### config.mk
export PLATFORM = sky130hd
export DESIGN_NAME = egg_display_scan
export DESIGN_NICKNAME = d
export VERILOG_FILES = /design/src/rtl/egg_timer_pkg.sv /design/src/rtl/bcd_to_seg.sv /design/src/rtl/egg_display_scan.sv
export SDC_FILE = /design/constraint.sdc
export NUM_CORES = 1
export LEC_CHECK = 0
export ABC_AREA = 1
export ABC_CLOCK_PERIOD_IN_PS = 4400
export CORE_MARGIN = 3
export CORE_UTILIZATION = 60
export DETAILED_ROUTE_END_ITERATION = 16
export GPL_ROUTABILITY_DRIVEN = 0
export PLACE_DENSITY = 0.85
export SYNTH_ARGS = -nofsm -noshare
export SYNTH_HDL_FRONTEND = slang
export SYNTH_SLANG_ARGS = --single-unit
### constraint.sdc
create_clock -name clk -period 4.4 [get_ports clk]
set_input_delay 0.88 -clock clk [delete_from_list [all_inputs] [get_ports clk]]
set_output_delay 0.88 -clock clk [all_outputs]
set_load 0.1 [all_outputs]
### src/rtl/egg_timer_pkg.sv
// Shared display constants for the egg timer: active-low segment patterns
// ({g,f,e,d,c,b,a}), the all-off anode value and the scan digit index type.
package egg_timer_pkg;

  localparam logic [6:0] SEG_0    = 7'b1000000;
  localparam logic [6:0] SEG_1    = 7'b1111001;
  localparam logic [6:0] SEG_2    = 7'b0100100;
  localparam logic [6:0] SEG_3    = 7'b0110000;
  localparam logic [6:0] SEG_4    = 7'b0011001;
  localparam logic [6:0] SEG_5    = 7'b0010010;
  localparam logic [6:0] SEG_6    = 7'b0000010;
  localparam logic [6:0] SEG_7    = 7'b1111000;
  localparam logic [6:0] SEG_8    = 7'b0000000;
  localparam logic [6:0] SEG_9    = 7'b0010000;
  localparam logic [6:0] SEG_DASH = 7'b0111111;
  localparam logic [6:0] SEG_OFF  = 7'b1111111;

  localparam logic [3:0] ANODE_OFF = 4'b1111;

  typedef logic [1:0] digit_idx_t;

  // One-hot-low anode select for a digit position.
  function automatic logic [3:0] anode_for(input digit_idx_t idx);
    logic [3:0] onehot;
    onehot = 4'b0001 << idx;
    return ~onehot;
  endfunction

endpackage

### src/rtl/bcd_to_seg.sv
// Combinational BCD to active-low 7-segment decoder; non-BCD codes show a dash.
module bcd_to_seg
  import egg_timer_pkg::*;
(
  input  logic [3:0] bcd,
  output logic [6:0] seg
);

  always_comb begin
    seg = SEG_DASH;
    case (bcd)
      4'd0: seg = SEG_0;
      4'd1: seg = SEG_1;
      4'd2: seg = SEG_2;
      4'd3: seg = SEG_3;
      4'd4: seg = SEG_4;
      4'd5: seg = SEG_5;
      4'd6: seg = SEG_6;
      4'd7: seg = SEG_7;
      4'd8: seg = SEG_8;
      4'd9: seg = SEG_9;
      default: seg = SEG_DASH;
    endcase
  end

endmodule

### src/rtl/egg_display_scan.sv
// Multiplexed 4-digit common-anode display driver for the egg timer (MM:SS),
// with per-frame snapshot, leading-zero blanking, colon and done-blink.
module egg_display_scan
  import egg_timer_pkg::*;
#(
  parameter int REFRESH_DIV  = 100000,
  parameter int BLINK_FRAMES = 64
) (
  input  logic       clk,
  input  logic       reset,
  input  logic [3:0] second_ones,
  input  logic [3:0] second_tens,
  input  logic [3:0] minute_ones,
  input  logic [3:0] minute_tens,
  input  logic       blank_lead,
  input  logic       blink_en,
  output logic [3:0] an,
  output logic [6:0] seg,
  output logic       dp,
  output logic       frame_tick
);

  localparam int CW = (REFRESH_DIV > 2) ? $clog2(REFRESH_DIV) : 1;
  localparam int BW = (BLINK_FRAMES > 2) ? $clog2(BLINK_FRAMES) : 1;

  logic [CW-1:0]   count;
  logic            tick;
  digit_idx_t      idx;
  logic [3:0][3:0] snap;
  logic [BW-1:0]   blink_cnt;
  logic            blink_phase;
  logic [3:0]      cur_digit;
  logic [6:0]      cur_seg;
  logic            blank;
  logic [3:0]      an_next;
  logic [6:0]      seg_next;
  logic            dp_next;

  assign tick = (count == CW'(REFRESH_DIV - 1));

  // Prescaler, digit index and the once-per-frame snapshot; the snapshot is
  // taken on the 3->0 wrap so a whole frame always shows one consistent time.
  always_ff @(posedge clk or negedge reset) begin
    if (!reset) begin
      count      <= '0;
      idx        <= '0;
      snap       <= '0;
      frame_tick <= 1'b0;
    end else begin
      frame_tick <= tick && (idx == 2'd3);
      if (tick) begin
        count <= '0;
        idx   <= idx + 2'd1;
        if (idx == 2'd3) begin
          snap <= {minute_tens, minute_ones, second_tens, second_ones};
        end
      end else begin
        count <= count + CW'(1);
      end
    end
  end

  // Blink half-period counter; held clear while blinking is disabled so the
  // display relights at once and every blink episode starts lit.
  always_ff @(posedge clk or negedge reset) begin
    if (!reset) begin
      blink_cnt   <= '0;
      blink_phase <= 1'b0;
    end else if (!blink_en) begin
      blink_cnt   <= '0;
      blink_phase <= 1'b0;
    end else if (frame_tick) begin
      if (blink_cnt == BW'(BLINK_FRAMES - 1)) begin
        blink_cnt   <= '0;
        blink_phase <= ~blink_phase;
      end else begin
        blink_cnt <= blink_cnt + BW'(1);
      end
    end
  end

  assign cur_digit = snap[idx];

  bcd_to_seg u_dec (
    .bcd (cur_digit),
    .seg (cur_seg)
  );

  always_comb begin
    blank    = (blink_en && blink_phase) ||
               ((idx == 2'd3) && blank_lead && (snap[3] == 4'd0));
    an_next  = blank ? ANODE_OFF : anode_for(idx);
    seg_next = blank ? SEG_OFF : cur_seg;
    dp_next  = !((idx == 2'd2) && !blank);
  end

  // Registered pin drivers: one cycle behind idx, so each digit is lit for
  // exactly REFRESH_DIV cycles.
  always_ff @(posedge clk or negedge reset) begin
    if (!reset) begin
      an  <= ANODE_OFF;
      seg <= SEG_OFF;
      dp  <= 1'b1;
    end else begin
      an  <= an_next;
      seg <= seg_next;
      dp  <= dp_next;
    end
  end

endmodule

==> out/metrics.cfg <==
[status]
status=finished clean

[sta]
final.period_utilization_pct=64.94
tns_ns=0
max_freq_mhz=350.0
relSlewSlack_pct=35.18
period_needed_ns=2.857
maxSlewViolCount=0
hold_violations=0
rsz0062_at_grt=false
setup_viol=0
tightest_slew_ns=0.9692
clock_skew_ns=0.008213

[logic_synthesis]
synth-seq-cells=54
synth.avg_cell_area_sq_um=8.320
synth_area_leaders=dfrtp_1 39%, nand2_1 13%, dfstp_2 10%
synth_top_area_cell=dfrtp_1
synth_top_family_by_area=simple AND/OR/NAND/NOR gates
yosysSeqAreaShare_pct=49.12
synth_common_cells=97 x nand2_1, 43 x dfrtp_1, 37 x nor2_1, 34 x inv_1, 33 x nand3_1
synthCells=334
synth_top_cell_area_share_pct=38.72
synth_area_sq_mm=0.002779
ys_warn_count=0
syn_nets=366
synth-adder-area-share_pct=5.403
synth_edf_count=0
synth_xor_area_share_pct=3.152
ys_async_sr_fraction_pct=100.0
synth.most_common_cell=nand2_1
synth_compound_area_share_pct=2.341
ys_types=27
synth_simple_gate_area_share_pct=32.69
synth.area.mux_share_pct=0.3602
synth_flop_cell=dfrtp_1

[power_and_ir_drop]
leakage_uw=0.001550
ir_drop_uv=142.8
power_density_mw_per_mm2=262.8

[worst_setup_path]
crit_type=reg2out
worst-path-max-fanout=2
critPathSlowestCell=clkdlybuf4s50_1
startpoint_type=flip-flop
cp_num_buf_inv=1
crit_family=buffers and inverters
crit_chain=clkdlybuf4s50_1
critPathMaxStageDelay_ns=1.13
cp.required_ns=3.52
cp-end-kind=primary output
startpoint=dp$_DFF_PN1_
cp.arrival_ns=1.98
timing.rr.start=idx[0]$_DFFE_PN0N_

[layout]
drive_gt1_share_pct=8.447
fillCellCount=349
antenna_cells=0
nets=398
final_area_sq_mm=0.003211
areaGrowthSynthToFinish_pct=15.53

[clock_tree]
insertion_delay_ns=0.30
numCtsBuffers=5
cts_max_level=2
tritoncts=yes
ctsLongestPathBuffers=2
clkTransAtPathRegs_ns=0.10
clockRootBuffer=clkbuf_8
cts_sinks=54
postCtsSetupBuffers=0
cts_resized=0
cts_hold_buf=0

[routing]
avgRoutedWirePerCell_microns=13.26
wl_met2_mm=2.739
vias_per_cell=5.411
first_pass_iters=4
ant_nets=0
drt_wl_total_mm=5.556
routed-wl-met3_microns=214
remaining_drc_errors=0
top_layer=met4
drt-initial-drc-count=121
wl_met1_mm=2.560
vias=2267

[job]
cap_violations=0

[global_route]
grt_pass1_wl_mm=9.149
grt.overflow.total=0
antenna_found_initial=0
grt_start_max_net_pins=31
track_usage_pct=21.52
first_global_vias=2058

[floorplan]
die_w_microns=74.06
die_h_microns=74.06
initial_core_util_pct=62.95
core_area_sq_mm=0.004414
dieArea_sq_mm=0.005484
ios=33
std_cell_rows=24

[min_path]
hp-class=reg2reg
worstHoldStart=snap[1]$_DFFE_PN0P_

[placement]
dpl.hpwl_mm=3.914
place_area_sq_mm=0.003115
portBuffers=32

## path summary, 6_finish.rpt
check                                      end  slack, ns  depth (start not counted)
min in group asynchronous  snap[2]$_DFFE_PN0P_       0.59                          1
max in group asynchronous   count[8]$_DFF_PN0_       3.03                          2
max                                      an[2]       1.54                          1
min reg2reg                snap[1]$_DFFE_PN0P_       0.48                          2
min                        snap[1]$_DFFE_PN0P_       0.48                          2
max reg2reg                   seg[4]$_DFF_PN1_       2.29                          5
## flip-flops by register name, indices dropped and copies added (netlist names)
signal	count
blink_cnt	6
blink_phase	1
dp	1
seg	7
count	17
idx	2
snap	16
an	3
frame_tick	1
## layer usage
metal | vias to the layer above | global-route usage (%)
met5 | - | 0
met4 | 0 | 8.249
met3 | 4 | 3.378
met2 | 48 | 36.12
met1 | 1084 | 28.13
li1 | 1131 | -
## cell usage in the layout, fill, tap and decap left out, drive strengths merged
cell type      count
a21o               1
a21oi              2
buf                2
clkbuf             6
clkdlybuf4s50     31
clkinv             1
clkinvlp           1
dfrtp             43
dfstp             11
ha                12
inv               37
mux2i              1
nand2             99
nand3             34
nand3b             1
nand4             23
nor2              40
nor3               2
o21ai              8
o21bai             1
or2                1
xor2              10
## power by group
part	internal [uW]	switching [uW]
registers	501	1.33
logic	21.0	35.9
clock network	127	157
## logic make-up (layout without fill, tap and decap cells)
group	Yosys count	count (layout)
AOI/OAI and AO/OA	12	12
xor gates and xnor gates	10	10
adders and majority gates	12	12
buffers and inverters	45	78
DFF	54	54
muxes	1	1
and+or+nand+nor	200	200
## final cells by class
class,count,area [sq um],share of cell area (%)
sequential,54,1365,42.52
multi-input combinational,235,1221,38.04
timing repair buffer,33,322.8,10.05
inverter,37,141.4,4.404
clock buffer,6,82.58,2.572
tap,52,65.06,2.026
clock inverter,2,12.51,0.3897
## per-stage QoR
step | hold WS [ns] | cells | worst slack, ns | util [%] | total power, uW
detailed placement | 0.4591 | 411 | 1.872 | 70.58 | 570.0
CTS | 0.4817 | 419 | 1.530 | 72.73 | 850.7
global placement | 0.4544 | 411 | 1.897 | 70.58 | 568.6
global route | 0.5050 | 419 | 1.498 | 72.73 | 869.4
finish | 0.4778 | 419 | 1.543 | 72.73 | 843.8
floorplan | 0.4310 | 334 | 2.303 | - | 537.2
## worst reg2reg max path: cells and delay by family (launching register included)
family | cells | cell delay (ns)
compound gates | 1 | 0.12
fa+ha+maj | 1 | 0.75
buf+inv | 1 | 0.17
flops | 1 | 0.63
simple gates | 2 | 0.38
(Power assumes the default switching activity.)
